File: src/rtl/row_packer_pkg.sv
// Shared derived constants and parameter checks for the row packer and its row FIFO.
package row_packer_pkg;

    localparam int ROWS_OUT_W = 16;

    function automatic int elems_per_beat(input int bus_width, input int data_width);
        return bus_width / data_width;
    endfunction

    function automatic int stage_elems(input int row_elems, input int epb);
        return row_elems + epb - 1;
    endfunction

    function automatic int cnt_width(input int stage);
        return $clog2(stage + 1);
    endfunction

    function automatic int row_width(input int data_width, input int row_elems);
        return data_width * row_elems;
    endfunction

    function automatic bit params_ok(input int data_width, input int row_elems,
                                     input int bus_width, input int fifo_depth);
        return (data_width > 0) && (row_elems > 0) && (bus_width >= data_width) &&
               ((bus_width % data_width) == 0) && (fifo_depth >= 1);
    endfunction

endpackage

File: src/rtl/row_fifo.sv
// First-word-fall-through row FIFO; a push while full is taken only when a pop frees a slot
// on the same edge. Synchronous clear whenever rstn or enable is low.
module row_fifo
    import row_packer_pkg::*;
#(
    parameter int WIDTH = 25,
    parameter int DEPTH = 2
) (
    input  logic             clk,
    input  logic             rstn,
    input  logic             enable,
    input  logic             push,
    input  logic [WIDTH-1:0] din,
    input  logic             pop,
    output logic [WIDTH-1:0] dout,
    output logic             full,
    output logic             empty
);

    localparam int PTR_W = (DEPTH > 1) ? $clog2(DEPTH) : 1;
    localparam int CNT_W = $clog2(DEPTH + 1);
    localparam logic [PTR_W-1:0] LAST_PTR  = PTR_W'(DEPTH - 1);
    localparam logic [CNT_W-1:0] DEPTH_CNT = CNT_W'(DEPTH);

    logic [WIDTH-1:0] mem_q [DEPTH];
    logic [WIDTH-1:0] mem_d [DEPTH];
    logic [PTR_W-1:0] wr_ptr_q, wr_ptr_d;
    logic [PTR_W-1:0] rd_ptr_q, rd_ptr_d;
    logic [CNT_W-1:0] count_q, count_d;
    logic             do_push_s;
    logic             do_pop_s;

    assign full      = (count_q == DEPTH_CNT);
    assign empty     = (count_q == {CNT_W{1'b0}});
    assign do_pop_s  = pop & ~empty;
    assign do_push_s = push & (~full | do_pop_s);
    assign dout      = mem_q[rd_ptr_q];

    // Next-state for storage, pointers and occupancy
    always_comb begin
        mem_d = mem_q;
        mem_d[wr_ptr_q] = do_push_s ? din : mem_q[wr_ptr_q];
        wr_ptr_d = do_push_s ? ((wr_ptr_q == LAST_PTR) ? {PTR_W{1'b0}} : wr_ptr_q + PTR_W'(1))
                             : wr_ptr_q;
        rd_ptr_d = do_pop_s  ? ((rd_ptr_q == LAST_PTR) ? {PTR_W{1'b0}} : rd_ptr_q + PTR_W'(1))
                             : rd_ptr_q;
        count_d  = count_q + CNT_W'(do_push_s) - CNT_W'(do_pop_s);
    end

    // State registers with synchronous clear
    always_ff @(posedge clk) begin
        if (!rstn || !enable) begin
            wr_ptr_q <= {PTR_W{1'b0}};
            rd_ptr_q <= {PTR_W{1'b0}};
            count_q  <= {CNT_W{1'b0}};
            for (int i = 0; i < DEPTH; i++) begin
                mem_q[i] <= {WIDTH{1'b0}};
            end
        end else begin
            wr_ptr_q <= wr_ptr_d;
            rd_ptr_q <= rd_ptr_d;
            count_q  <= count_d;
            mem_q    <= mem_d;
        end
    end

endmodule

File: src/rtl/row_packer.sv
// Packs dense AXI-Stream beats into ROW_ELEMS-element kernel rows (oldest element in the MSBs),
// zero-pads the final partial row of a frame, and buffers finished rows in a FWFT FIFO.
module row_packer
    import row_packer_pkg::*;
#(
    parameter int DATA_WIDTH = 8,
    parameter int ROW_ELEMS  = 3,
    parameter int BUS_WIDTH  = 32,
    parameter int FIFO_DEPTH = 2
) (
    input  logic                            clk,
    input  logic                            rstn,
    input  logic                            enable,
    input  logic [BUS_WIDTH-1:0]            s_axis_tdata,
    input  logic                            s_axis_tvalid,
    input  logic                            s_axis_tlast,
    output logic                            s_axis_tready,
    output logic [DATA_WIDTH*ROW_ELEMS-1:0] m_axis_tdata,
    output logic                            m_axis_tvalid,
    output logic                            m_axis_tlast,
    input  logic                            m_axis_tready,
    output logic [15:0]                     rows_out
);

    localparam int EPB   = elems_per_beat(BUS_WIDTH, DATA_WIDTH);
    localparam int STAGE = stage_elems(ROW_ELEMS, EPB);
    localparam int CNT_W = cnt_width(STAGE);
    localparam int ROW_W = row_width(DATA_WIDTH, ROW_ELEMS);

    localparam logic [CNT_W-1:0] ROW_CNT = CNT_W'(ROW_ELEMS);
    localparam logic [CNT_W-1:0] EPB_CNT = CNT_W'(EPB);
    localparam logic [CNT_W:0]   ROW_X   = (CNT_W + 1)'(ROW_ELEMS);
    localparam logic [CNT_W:0]   ROW2_X  = (CNT_W + 1)'(2 * ROW_ELEMS);

    if (!params_ok(DATA_WIDTH, ROW_ELEMS, BUS_WIDTH, FIFO_DEPTH)) begin : g_param_check
        $error("row_packer: BUS_WIDTH must be a multiple of DATA_WIDTH and FIFO_DEPTH >= 1");
    end

    logic [DATA_WIDTH-1:0] stage_q   [STAGE];
    logic [DATA_WIDTH-1:0] stage_d   [STAGE];
    logic [DATA_WIDTH-1:0] shifted_s [STAGE];
    logic [DATA_WIDTH-1:0] beat_s    [EPB];
    logic [CNT_W-1:0]      cnt_q, cnt_d;
    logic                  last_pending_q, last_pending_d;
    logic [15:0]           rows_out_q, rows_out_d;

    logic                  active_s;
    logic                  accept_s;
    logic                  emit_s;
    logic                  pop_s;
    logic                  row_last_s;
    logic [CNT_W:0]        cnt_x_s;
    logic [CNT_W-1:0]      take_s;
    logic [CNT_W-1:0]      base_s;
    logic [ROW_W-1:0]      row_s;
    logic [ROW_W:0]        fifo_dout_s;
    logic                  fifo_full_s;
    logic                  fifo_empty_s;

    assign active_s   = enable & rstn;
    assign cnt_x_s    = {1'b0, cnt_q};

    // Input readiness depends only on registered state, never on m_axis_tready.
    assign s_axis_tready = active_s & ~last_pending_q &
                           ((cnt_x_s < ROW_X) | ((cnt_x_s < ROW2_X) & ~fifo_full_s));
    assign accept_s   = s_axis_tvalid & s_axis_tready;

    assign m_axis_tvalid = active_s & ~fifo_empty_s;
    assign pop_s         = m_axis_tvalid & m_axis_tready;
    assign m_axis_tdata  = m_axis_tvalid ? fifo_dout_s[ROW_W-1:0] : {ROW_W{1'b0}};
    assign m_axis_tlast  = m_axis_tvalid & fifo_dout_s[ROW_W];
    assign rows_out      = rows_out_q;

    assign emit_s     = ((cnt_x_s >= ROW_X) | (last_pending_q & (cnt_q != {CNT_W{1'b0}}))) &
                        (~fifo_full_s | pop_s);
    assign take_s     = emit_s ? ((cnt_x_s >= ROW_X) ? ROW_CNT : cnt_q) : {CNT_W{1'b0}};
    assign base_s     = cnt_q - take_s;
    assign row_last_s = last_pending_q & (cnt_x_s <= ROW_X);

    // Oldest ROW_ELEMS elements, first element in the MSBs, zero beyond cnt
    always_comb begin
        row_s = {ROW_W{1'b0}};
        for (int i = 0; i < ROW_ELEMS; i++) begin
            row_s[(ROW_ELEMS-1-i)*DATA_WIDTH +: DATA_WIDTH] =
                (CNT_W'(i) < cnt_q) ? stage_q[i] : {DATA_WIDTH{1'b0}};
        end
    end

    // Split the input beat into elements, element 0 from the LSBs
    always_comb begin
        for (int j = 0; j < EPB; j++) begin
            beat_s[j] = s_axis_tdata[j*DATA_WIDTH +: DATA_WIDTH];
        end
    end

    // Drop the emitted elements from the head of the staging register
    always_comb begin
        for (int i = 0; i < STAGE; i++) begin
            shifted_s[i] = stage_q[i];
            for (int k = 1; k <= ROW_ELEMS; k++) begin
                shifted_s[i] = (take_s == CNT_W'(k))
                    ? ((i + k < STAGE) ? stage_q[(i + k < STAGE) ? (i + k) : 0] : {DATA_WIDTH{1'b0}})
                    : shifted_s[i];
            end
        end
    end

    // Append an accepted beat behind the surviving elements
    always_comb begin
        for (int p = 0; p < STAGE; p++) begin
            stage_d[p] = shifted_s[p];
            for (int j = 0; j < EPB; j++) begin
                stage_d[p] = (accept_s && (p >= j) && (base_s == CNT_W'(p - j)))
                             ? beat_s[j] : stage_d[p];
            end
        end
    end

    // Element count, frame-end tracking and handed-off row counter
    always_comb begin
        cnt_d          = base_s + (accept_s ? EPB_CNT : {CNT_W{1'b0}});
        last_pending_d = (last_pending_q & ~(emit_s & row_last_s)) | (accept_s & s_axis_tlast);
        rows_out_d     = rows_out_q + (pop_s ? 16'd1 : 16'd0);
    end

    // Staging state with synchronous clear on rstn or enable low
    always_ff @(posedge clk) begin
        if (!rstn || !enable) begin
            cnt_q          <= {CNT_W{1'b0}};
            last_pending_q <= 1'b0;
            rows_out_q     <= 16'd0;
            for (int i = 0; i < STAGE; i++) begin
                stage_q[i] <= {DATA_WIDTH{1'b0}};
            end
        end else begin
            cnt_q          <= cnt_d;
            last_pending_q <= last_pending_d;
            rows_out_q     <= rows_out_d;
            stage_q        <= stage_d;
        end
    end

    row_fifo #(
        .WIDTH (ROW_W + 1),
        .DEPTH (FIFO_DEPTH)
    ) u_row_fifo (
        .clk    (clk),
        .rstn   (rstn),
        .enable (enable),
        .push   (emit_s),
        .din    ({row_last_s, row_s}),
        .pop    (pop_s),
        .dout   (fifo_dout_s),
        .full   (fifo_full_s),
        .empty  (fifo_empty_s)
    );

endmodule

File: config.mk
export PLATFORM = sky130hd
export DESIGN_NAME = row_packer
export DESIGN_NICKNAME = d
export VERILOG_FILES = /design/src/rtl/row_packer_pkg.sv /design/src/rtl/row_fifo.sv /design/src/rtl/row_packer.sv
export SDC_FILE = /design/constraint.sdc
export NUM_CORES = 1
export LEC_CHECK = 0
export ABC_AREA = 1
export CAP_MARGIN = 20
export CORE_MARGIN = 4
export CORE_UTILIZATION = 50
export CTS_CLUSTER_DIAMETER = 80
export CTS_CLUSTER_SIZE = 20
export DETAILED_ROUTE_END_ITERATION = 8
export PLACE_DENSITY = 0.68
export SLEW_MARGIN = 15
export SYNTH_ARGS = -nofsm -noshare
export SYNTH_HDL_FRONTEND = slang
export SYNTH_SLANG_ARGS = --single-unit
File: constraint.sdc
create_clock -name clk -period 11.13 [get_ports clk]
set_input_delay 3.339 -clock clk [delete_from_list [all_inputs] [get_ports clk]]
set_output_delay 3.339 -clock clk [all_outputs]
set_load 0.02 [all_outputs]
==> qor.yml <==
critical_path:
  path_max_fanout: 31
  crit_type: "primary input to primary output"
  start_kind: "primary input"
  crit_required_ns: 7.79
  path_cells: "clkdlybuf4s50_1 -> nand2_4 -> inv_2 -> nand2_1 -> clkinv_1 -> nand2_1 -> inv_1 -> clkdlybuf4s50_1"
  cp.arrival_ns: 5.68
  max_stage_delay_ns: 0.60
  r2r_setup_slack_ns: 6.86
  setup.worst_path.end_class: "primary output"
  slowest_stage: "clkdlybuf4s50_1"
pwr:
  p_sw_w: 0.000250
  swShare: 0.229
  pwr-share-clk: 0.540
  pwr-share-seq: 0.404
  cellPowerDensity_nw_per_um2: 119
  power_w: 0.00109
  internal-power_w: 0.000842
  p_comb_frac: 0.056
  peakVddDrop_mv: 0.115
  leakage_nw: 4.11
clock_tree:
  numCtsBuffers: 17
  ctsHtreeMaxLevel: 4
  clock_sinks: 122
  post_cts_buffers: 0
  cts_root_buf: "clkbuf_16"
  clkTransAtPathRegs_ns: 0.06
  clock_latency_ns: 0.42
  cts_resized: 0
  clock_path_buffers: 2
  cts_tree: "built"
  ctsHoldBuffers: 0
yosys:
  synth_seq_cells: 122
  synthFlopType: "dfxtp_1"
  synth_common_cells: "nand2_1, inv_1, o21ai_0"
  yosysMostFrequentCell: "nand2_1"
  synth_top_area_frac: 0.316
  synth_top_area_cell: "dfxtp_1"
  synth_area_leaders: "dfxtp_1, nand2_1, o21ai_0"
  synth_edf_count: 0
  synth_fp_nets: 1320
  seq_area_frac_synth: 0.316
  yosysWarnings: 0
  syn-cell-area_um2: 7740
  async_flop_share: 0
  yosys.cell_types.count: 42
  avgSynthCellArea_um2: 6.06
  syn_inst: 1276
run:
  cap_viol_max_count: 0
timing:
  setup_tns_ns: 0
  holdWs_ns: 0.477
  worstMarginPinSlew_ns: 1.11
  fin_crit_ns: 9.02
  fmax_ghz: 0.111
  slew_viol_final: 0
  hold_violations: 0
  setup_viol: 0
  slew_headroom: 0.261
  clock_skew_ns: 0.00838
  fin_ws_ns: 2.11
  rsz0062_at_grt: "no"
  finalCritPeriodShare: 0.810
drt:
  vias_per_cell: 5.47
  antenna_left: 0
  post_drt_wl_per_cell_um: 15.7
  drt_iter0_drc: 868
  drt-pass1-iter-count: 6
  drc: 0
  vias: 8260
  routed_wl_um: 23700
global_routing:
  grt_max_degree: 94
  grt_usage: 0.268
  grt_pass1_wl_um: 38500
  grt_overflow_total: 0
  grt_pass1_vias: 7726
  antenna_found_initial: 0
die:
  core.rowCount: 45
  start_util: 0.509
  core_area_um2: 15200
  die-area_um2: 17500
  ios: 81
  die_h_um: 132
  die_w_um: 132
run_status:
  status: "finished, final reports clean"
placed_design:
  io_buffers: 80
  place_ws_ns: 2.11
  gp_congestion: 0.980
  dpl.hpwl_um: 15800
worst_hold_path:
  hold_path_class: "register to register"
layout:
  drive_gt1_frac: 0.0598
  area_delta_synth_final_pct: 18.1
  fin_nets: 1353
  fin_util: 0.601
  diodes: 0
worst max-delay path: cells and delay by family:
family	cells	cell delay, ns
buf+inv	5	2.04
simple gates	3	0.28
kinds of logic (layout without fill, tap and decap cells):
group | after synthesis | in the layout | synth area share
flip-flops | 122 | 122 | 0.316
buffers and inverters | 290 | 336 | 0.147
adder cells (fa/ha/maj) | 6 | 6 | 0.0107
AO/OA/AOI/OAI | 336 | 336 | 0.234
XOR/XNOR | 2 | 2 | 0.00226
AND/OR/NAND/NOR | 520 | 520 | 0.290
path summary, 6_finish.rpt:
check | start | cells past startpoint | to
max | enable | 8 | m_axis_tdata[22]
min | u_row_fifo.count_q[1]$_SDFF_PP0_ | 1 | u_row_fifo.count_q[1]$_SDFF_PP0_
max reg2reg | u_row_fifo.count_q[1]$_SDFF_PP0_ | 16 | stage_q[27]$_SDFFE_PP0P_
min reg2reg | u_row_fifo.count_q[1]$_SDFF_PP0_ | 1 | u_row_fifo.count_q[1]$_SDFF_PP0_
layout by cell type, fill, tap and decap left out, drive strengths merged, types with 13 or more instances in the layout:
cell | synthesis | final
a21oi | 119 | 119
clkbuf | 48 | 20
clkdlybuf4s50 | 0 | 80
dfxtp | 122 | 122
inv | 215 | 215
nand2 | 304 | 304
nand3 | 48 | 48
nand4 | 25 | 25
nor2 | 129 | 129
o211ai | 13 | 13
o21ai | 163 | 163
o22ai | 13 | 13
per-layer routing:
metal / vias to the layer above / wire length, um / track usage
li1: 4163 / - / -
met1: 3720 / 10600 / 0.358
met2: 325 / 10700 / 0.425
met3: 52 / 1800 / 0.0557
met4: 0 / 629 / 0.106
met5: - / 0 / 0
flip-flops by register name, indices dropped and copies added, names as in the netlist:
name                 cells
u_row_fifo.wr_ptr_q      1
stage_q                 48
last_pending_q           1
cnt_q                    3
u_row_fifo.mem_q        50
u_row_fifo.rd_ptr_q      1
rows_out                16
u_row_fifo.count_q       2
final cells by class:
class                           instances  area [um2]
Clock buffer                           20         447
Clock inverter                         12         174
Fill cell                            1533        6060
Inverter                              218         828
Multi-Input combinational cell        864        4160
Sequential cell                       122        2450
Tap cell                              188         235
Timing Repair Buffer                   86         846
stage by stage:
stage          cell area [um2]  instances
6_report                  9140       1510
5_1_grt                   9140       1510
4_1_cts                   9140       1510
3_5_place_dp              8520       1478
3_3_place_gp              8520       1478
2_1_floorplan             7740       1276
power groups by stage:
stage / registers, W / clock network, W / logic, W
2_1_floorplan: 0.000450 / 0 / 0.0000325
3_3_place_gp: 0.000450 / 0 / 0.0000599
3_5_place_dp: 0.000450 / 0 / 0.0000600
4_1_cts: 0.000441 / 0.000594 / 0.0000603
5_1_grt: 0.000441 / 0.000613 / 0.0000668
6_report: 0.000441 / 0.000590 / 0.0000613
Note: power is estimated with default switching activity, not from simulation.
